--- src/rtl/dispatch_ctrl.sv ---
// dispatch_ctrl: per-cycle dispatch width grant, ROB occupancy tracking and flush recovery.
module dispatch_ctrl #(
    parameter int WAYS        = 3,
    parameter int ROB_SIZE    = 32,
    parameter int FLUSH_STALL = 2,
    parameter int CW          = $clog2(WAYS + 1),
    parameter int OW          = $clog2(ROB_SIZE + 1)
) (
    input  logic            clock,
    input  logic            reset,
    input  logic [WAYS-1:0] fetch_valid,
    input  logic [CW-1:0]   rs_avail,
    input  logic [CW-1:0]   freelist_avail,
    input  logic [CW-1:0]   rob_retire_cnt,
    input  logic            branch_flush_en,
    output logic [WAYS-1:0] dispatch_grant,
    output logic [CW-1:0]   dispatch_cnt,
    output logic            fetch_stall,
    output logic            recovering,
    output logic [OW-1:0]   rob_count,
    output logic            rob_full,
    output logic            rob_empty,
    output logic [31:0]     stall_cycles
);
    localparam int SW     = FLUSH_STALL > 1 ? $clog2(FLUSH_STALL) : 1;
    localparam int RELOAD = FLUSH_STALL > 0 ? FLUSH_STALL - 1 : 0;

    typedef enum logic {RUN, RECOVER} state_t;

    state_t        r_state, w_state_nxt;
    logic [SW-1:0] r_cnt, w_cnt_nxt;
    logic [OW-1:0] r_rob_count;
    logic [31:0]   r_stall_cycles;

    logic          w_run;
    logic [CW-1:0] w_v, w_m1, w_m2, w_nraw, w_n;
    logic [OW-1:0] w_space, w_sum, w_rob_nxt;
    logic          w_under;

    always_comb begin
        w_run = 1'b1;
        w_v   = '0;
        for (int i = 0; i < WAYS; i++) begin
            w_run = w_run & fetch_valid[i];
            w_v   = w_v + CW'(w_run);
        end
        w_space = OW'(ROB_SIZE) - r_rob_count;
        w_m1    = rs_avail < w_v ? rs_avail : w_v;
        w_m2    = freelist_avail < w_m1 ? freelist_avail : w_m1;
        w_nraw  = w_space < OW'(w_m2) ? CW'(w_space) : w_m2;
        w_n     = (reset || r_state == RECOVER || branch_flush_en) ? '0 : w_nraw;
        // Retires only free space for the next cycle; this cycle's grant uses the registered count.
        w_sum     = r_rob_count + OW'(w_n);
        w_under   = OW'(rob_retire_cnt) > w_sum;
        w_rob_nxt = (branch_flush_en || w_under) ? '0 : w_sum - OW'(rob_retire_cnt);
        dispatch_grant = '0;
        for (int i = 0; i < WAYS; i++)
            dispatch_grant[i] = i < int'(w_n);
    end

    assign dispatch_cnt = w_n;
    assign fetch_stall  = w_v > w_n;
    assign rob_count    = r_rob_count;
    assign rob_full     = r_rob_count == OW'(ROB_SIZE);
    assign rob_empty    = r_rob_count == '0;
    assign stall_cycles = r_stall_cycles;

    always_ff @(posedge clock) begin
        if (reset) begin
            r_state <= RUN;
            r_cnt   <= '0;
        end else begin
            r_state <= w_state_nxt;
            r_cnt   <= w_cnt_nxt;
        end
    end

    always_comb begin
        w_state_nxt = r_state;
        w_cnt_nxt   = r_cnt;
        if (r_state == RUN) begin
            if (branch_flush_en && FLUSH_STALL > 0) begin
                w_state_nxt = RECOVER;
                w_cnt_nxt   = SW'(RELOAD);
            end
        end else if (branch_flush_en) begin
            w_cnt_nxt = SW'(RELOAD);
        end else if (r_cnt == '0) begin
            w_state_nxt = RUN;
        end else begin
            w_cnt_nxt = r_cnt - 1'b1;
        end
    end

    always_comb begin
        recovering = r_state == RECOVER;
    end

    always_ff @(posedge clock) begin
        if (reset) begin
            r_rob_count    <= '0;
            r_stall_cycles <= '0;
        end else begin
            if (!branch_flush_en)
                assert (!w_under) else $error("dispatch_ctrl: retire count exceeds ROB occupancy");
            r_rob_count    <= w_rob_nxt;
            r_stall_cycles <= r_stall_cycles + 32'(fetch_stall);
        end
    end
endmodule

--- config.mk ---
export PLATFORM = sky130hd
export DESIGN_NAME = dispatch_ctrl
export DESIGN_NICKNAME = d
export VERILOG_FILES = /design/src/rtl/dispatch_ctrl.sv
export SDC_FILE = /design/constraint.sdc
export NUM_CORES = 1
export LEC_CHECK = 0
export BUFFER_PORTS_ARGS = -buffer_cell sky130_fd_sc_hd__buf_2
export CAP_MARGIN = 0
export CORE_MARGIN = 2
export CORE_UTILIZATION = 30
export CTS_CLUSTER_SIZE = 25
export DETAILED_ROUTE_END_ITERATION = 10
export GPL_TIMING_DRIVEN = 0
export PLACE_DENSITY = 0.62
export SETUP_SLACK_MARGIN = 0.5
export SYNTH_ARGS = -nofsm -noshare
export SYNTH_HDL_FRONTEND = slang
export SYNTH_SLANG_ARGS = --single-unit
--- constraint.sdc ---
create_clock -name clock -period 4.37 [get_ports clock]
set_input_delay 1.0925 -clock clock [delete_from_list [all_inputs] [get_ports clock]]
set_output_delay 1.0925 -clock clock [all_outputs]
set_load 0.005 [all_outputs]
[Yosys cells after proc, flatten, opt, wreduce, memory -nomap -nowiden]
Index checks and enable logic that the tools add are counted.
Word-level totals
  flip-flop bits (word level): 40
  output and inout port bits: 47
  logic and storage cells: 40
Cells by class
  add/subtract/negate cells: 7
  order comparisons: 8
  eq/ne operators: 1
  multiplexer cells: 12
  bitwise operators: 2
  reductions and logical operators: 6
Operator list (count)
  $add 32x1->32: 1
  $mux 1: 8
  $mux 2: 4
  $add 6x2->6: 1
  $eq 6x6->1 const B: 1
  $gt 2x6->1: 1
  $logic_not 6->1: 1
  $lt 6x2->1: 1
  $sub 6x2->6: 1
  $sub 6x6->6 const A: 1
  $lt 1x2->1 const A: 2
  $lt 2x2->1: 2
  $logic_or 1x1->1: 3
  $add 1x1->2: 1
  $add 2x1->2: 1
  $and 1x1->1: 2
  $gt 2x2->1: 1
  $lt 2x2->1 const A: 1
  $reduce_bool 2->1: 1
  $reduce_or 2->1: 1
  $sub 1x1->1 const B: 1

[Longest topological paths before layout]
  depth after elaboration: 14
  depth in mapped cells: 21
  mapped depth without buffers: 20

[Worst setup path before layout]
No wires, ideal clock.
  path kind: input port to flip-flop
  start: input fetch_valid[0]
  end: register r_stall_cycles[10], in the netlist stall_cycles[10]
  data arrival time: 4663 ps
  data required time: 4242 ps
  path slack: -421 ps
  cell stages on the path: 19
  path buffers: 1
  cells stage by stage: and2_1 ha_1 ha_1 nor2b_1 nor3_1 o41ai_1 nand2b_4 mux2_4 ha_1 a21oi_1 a21oi_1 ha_1 ha_1 and4_1 nor2b_1 clkbuf_1 and3_1 xnor2_1 nor2_1
On the way
  word-level cells in the longest chain between the ends: 12
  elaborated cells between the ends (all ways): 13
  those cells by class: 3 x add/sub; 4 x order compare; 4 x mux; 2 x bitwise
RTL lines
  start: declaration: RTL line 11  | input logic [WAYS-1:0] fetch_valid,
  $and 1x1->1: RTL line 44  | w_run = w_run & fetch_valid[i];
  $add 1x1->2 or $and 1x1->1 (tied branches): RTL line 45, 44
  $add 2x1->2 *: RTL line 45  | w_v = w_v + CW'(w_run);
  $lt 2x2->1: RTL line 48  | w_m1 = rs_avail < w_v ? rs_avail : w_v;
  $mux 2: RTL line 48
  $lt 2x2->1: RTL line 49  | w_m2 = freelist_avail < w_m1 ? freelist_avail : w_m1;
  $mux 2: RTL line 49
  $lt 6x2->1: RTL line 50  | w_nraw = w_space < OW'(w_m2) ? CW'(w_space) : w_m2;
  $mux 2: RTL line 50
  $mux 2: RTL line 51  | w_n = (reset || r_state == RECOVER || branch_flush_en) ? '0 : w_nraw;
  $gt 2x2->1 *: RTL line 62  | assign fetch_stall = w_v > w_n;
  named net fetch_stall: RTL line 18  | output logic fetch_stall,
  $add 32x1->32 *: RTL line 107  | r_stall_cycles <= r_stall_cycles + 32'(fetch_stall);
  end signal: assignment: RTL line 107
  end: declaration: RTL line 33  | logic [31:0] r_stall_cycles;
The timed path passes the listed nets; every way through them passes the cells marked *.
A chain may end at the register's enable or synchronous reset.

[Worst setup path in the final report]
  start: input fetch_valid[1]
  end: output fetch_stall
On the way
  word-level cells in the longest chain between the ends: 11
  elaborated cells between the ends (all ways): 12
  those cells by class: 2 x add/sub; 4 x order compare; 4 x mux; 2 x bitwise
RTL lines (RTL line)
  $and 1x1->1 *: 44
  $add 1x1->2 or $and 1x1->1 (tied branches): 45, 44
  $add 2x1->2 *: 45
  $lt 2x2->1: 48
  $mux 2: 48
  $lt 2x2->1: 49
  $mux 2: 49
  $lt 6x2->1: 50
  $mux 2: 50
  $mux 2: 51
  $gt 2x2->1 *: 62
  end: declaration: 18
Every way passes the cells marked *; elsewhere a longest branch is shown, timed or not.

==> flow_summary.yaml <==
synthesis:
  syn_area_per_cell_um2: 8.59
  postSynth.asyncResetShare_pct: 0
  yosysWarnings: 0
  synth_area_um2: 2260
  synthCells: 263
  ys_types: 45
  ys_ff_latch: 40
  synth_edf_count: 0
  ys.flop_type: "dfxtp_1"
  synthesis.nets: 291
  yosysSeqAreaShare_pct: 35.4
floorplan:
  coreArea_um2: 7290
  start_util_pct: 31.0
  die_y_um: 90.8
  dieArea_um2: 8240
  io_pins: 59
  fp.dieW_um: 90.8
  num_rows: 31
layout:
  final_core_util_pct: 47.1
  final_cell_area_um2: 3440
  diodes: 0
  syn_to_final_growth_pct: 52.1
  layout-drive-gt1-share_pct: 44.3
  stdcell_count: 449
  nets: 377
  fillers: 723
sta:
  worstMarginPinSlew_ns: 0.651
  max_freq_ghz: 0.226
  max_slew_margin_pct: 56.5
  fin_worst_skew_ns: 0.00489
  drv_slew: 0
  fin_crit_sh_pct: 101
  rsz0062_at_grt: "yes"
  final.setup.tns_ns: -0.0604
  finalHoldViolations: 0
  setup_viol: 1
  fin_crit_ns: 4.43
  fin_ws_ns: -0.0604
critical_path:
  endpoint_kind: "output port"
  path_class: "in2out"
  crit_required_ns: 3.28
  cp_common_cell: "ha_4"
  cp_num_buf_inv: 2
  arrival_ns: 3.34
  crit_slowest_cell: "o41ai_4"
  cp_top_family: "adder cells"
  worst_setup_path_start_kind: "primary input"
  crit_chain: "buf_6 > and2_4 > ha_4 > ha_4 > nor2b_4 > nor3_4 > o41ai_4 > nand2b_4 > mux2_4 > ha_4 > a21oi_2 > a21oi_2 > buf_2"
  critPathMaxStageDelay_ns: 0.34
  worstPathMaxFanout: 2
clocking:
  clock_path_buffers: 2
  cts_tree: "done"
  root_buffer: "clkbuf_8"
  numCtsBuffers: 5
  path_clk_slew_ns: 0.08
  cts_max_level: 2
  clock_latency_ns: 0.29
  cts_sinks: 40
grt:
  grt-busiest-layer: "met2"
  grt_first_pass_wirelength_um: 9360
  grtUsageTotal_pct: 13.6
  grt_pass1_vias: 2025
  grt_util_met3_pct: 2.59
  antenna_found_initial: 0
  grt_max_degree: 13
  use_met2_pct: 23.6
  grt_overflow_total: 0
  grtUsageMet1_pct: 17.0
route:
  drc_errors: 0
  dr.pass1.iters: 4
  drtAntennaViolNets: 0
  vias: 2135
  wl_um: 5750
  detail_route.wl_per_cell_um: 12.8
  post_drt_via_cell_ratio: 4.76
  drtIter0Drc: 62
pwr:
  p_leak_uw: 0.00152
  ir_worst_vdd_mv: 0.126
  power.density_nw_per_um2: 248
status:
  outcome: "finished, violations left"
  failed_checks: "setup timing"
placed_design:
  portBuffers: 57
  post_dp_cell_area_um2: 2830
  dp_slack_ns: -0.478
  detailed_place_hpwl_um: 3880
  placed_cells: 419
  routabilityCongestion: 0.817
hold_path:
  hold_path_class: "reg2reg"
flow_run:
  max_cap_viol_count: 0
[cells by family after synthesis]
| kind of cell | share of synthesized area [%] |
|---|---|
| buffers and inverters | 4.32 |
| multiplexers | 1.11 |
| AO/OA/AOI/OAI | 6.64 |
| AND/OR/NAND/NOR | 29.0 |
| XOR/XNOR | 14.0 |
| flip-flops | 35.4 |
| adder cells (fa/ha/maj) | 9.52 |
[routing by layer]
metal | part of all wire, % | up-vias
li1 | - | 1074
met5 | 0 | -
met4 | 1.4 | 0
met2 | 49 | 52
met3 | 4.2 | 9
met1 | 45 | 1000
[state kept, by name (all words and copies together) (netlist names)]
register	count
stall_cycles	32
rob_count	6
recovering	1
r_cnt	1
[timing repair]
item                                    CTS  global route
resized for setup                        38            28
endpoints found under the setup margin   39            42
endpoints found under the hold margin     0             0
setup buffers                            12            10
pin swaps                                28            13
hold buffers                              0             0
gates cloned                              0             0
[worst register-to-register path: cells and delay by family, from the launching register on]
| family | cells | cell delay (ns) |
|---|---|---|
| AOI/OAI and AO/OA | 4 | 0.45 |
| xor gates and xnor gates | 1 | 0.10 |
| adders and majority gates | 5 | 1.11 |
| buffers and inverters | 3 | 0.40 |
| DFF | 1 | 0.53 |
| muxes | 1 | 0.32 |
| and+or+nand+nor | 5 | 0.82 |
[metrics by stage]
stage,hold WS (ns),power (uW)
2_1_floorplan,0.451,515
3_3_place_gp,0.462,556
3_5_place_dp,0.470,558
4_1_cts,0.491,848
5_1_grt,0.501,898
6_report,0.490,853
[path summary, 6_finish.rpt]
path / from / end / slack [ns] / depth (start not counted)
setup reg to reg: rob_count[0]$_SDFF_PP0_ / stall_cycles[10]$_SDFF_PP0_ / 0.51 / 19
hold / removal: r_cnt$_SDFFE_PP0P_ / r_cnt$_SDFFE_PP0P_ / 0.49 / 2
setup / recovery: fetch_valid[1] / fetch_stall / -0.06 / 13
hold reg to reg: r_cnt$_SDFFE_PP0P_ / r_cnt$_SDFFE_PP0P_ / 0.49 / 2
[area by class of cell]
type | count | area [um^2] | area share, %
clock inverter | 2 | 10.0 | 0.291
buffer | 8 | 56.3 | 1.64
multi-input combinational | 200 | 1790 | 52.1
clock buffer | 6 | 82.6 | 2.40
tap | 99 | 124 | 3.60
inverter | 15 | 56.3 | 1.64
sequential | 40 | 801 | 23.3
timing repair buffer | 79 | 517 | 15.0
[cell usage in the layout, fill, tap and decap left out, types with 2 or more instances in the layout]
cell,synthesis,final
ha_4,0,6
nor3_4,0,5
clkbuf_8,0,6
xnor2_2,0,5
nor4_4,0,3
nand2_2,0,3
a221oi_2,1,2
nor2_2,0,2
buf_4,1,11
and4_1,4,3
a21oi_2,0,3
nand2b_4,1,2
buf_2,0,53
buf_6,1,17
nor2b_4,0,2
clkbuf_1,6,5
nand2_1,14,9
o21ai_0,2,2
xnor2_1,16,11
xor2_1,20,20
nor2_4,0,2
or3_4,0,3
clkinv_2,0,2
inv_1,15,15
or3_1,5,3
nand4_1,9,9
and2_4,0,2
ha_1,14,8
nor2_1,45,41
a21oi_1,7,4
nand3_1,13,8
nand3_2,0,4
dfxtp_1,40,40
and3_4,0,3
nor4_1,5,2
and3_1,6,3
nor2b_1,4,2
[synth_stat cells (2+ instances only)]
cell type | number | area [um^2]
a21oi_1 | 7 | 35.0
and2_1 | 3 | 18.8
and3_1 | 6 | 37.5
and4_1 | 4 | 35.0
clkbuf_1 | 6 | 22.5
dfxtp_1 | 40 | 801
fa_1 | 2 | 40.0
ha_1 | 14 | 175
inv_1 | 15 | 56.3
nand2_1 | 14 | 52.6
nand2b_1 | 2 | 12.5
nand3_1 | 13 | 65.1
nand4_1 | 9 | 56.3
nor2_1 | 45 | 169
nor2b_1 | 4 | 25.0
nor3_1 | 7 | 35.0
nor4_1 | 5 | 31.3
o21ai_0 | 2 | 10.0
or3_1 | 5 | 31.3
xnor2_1 | 16 | 140
xor2_1 | 20 | 175
[power breakdown]
group / leakage [uW] / total [uW] / switching (uW) / internal (uW)
Combinational: 0.00114 / 208 / 98.8 / 109
Sequential: 0.000324 / 391 / 16.1 / 374
Clock: 0.0000510 / 254 / 128 / 126
Total: 0.00152 / 853 / 243 / 610
Note: power is estimated with default switching activity, not from simulation.
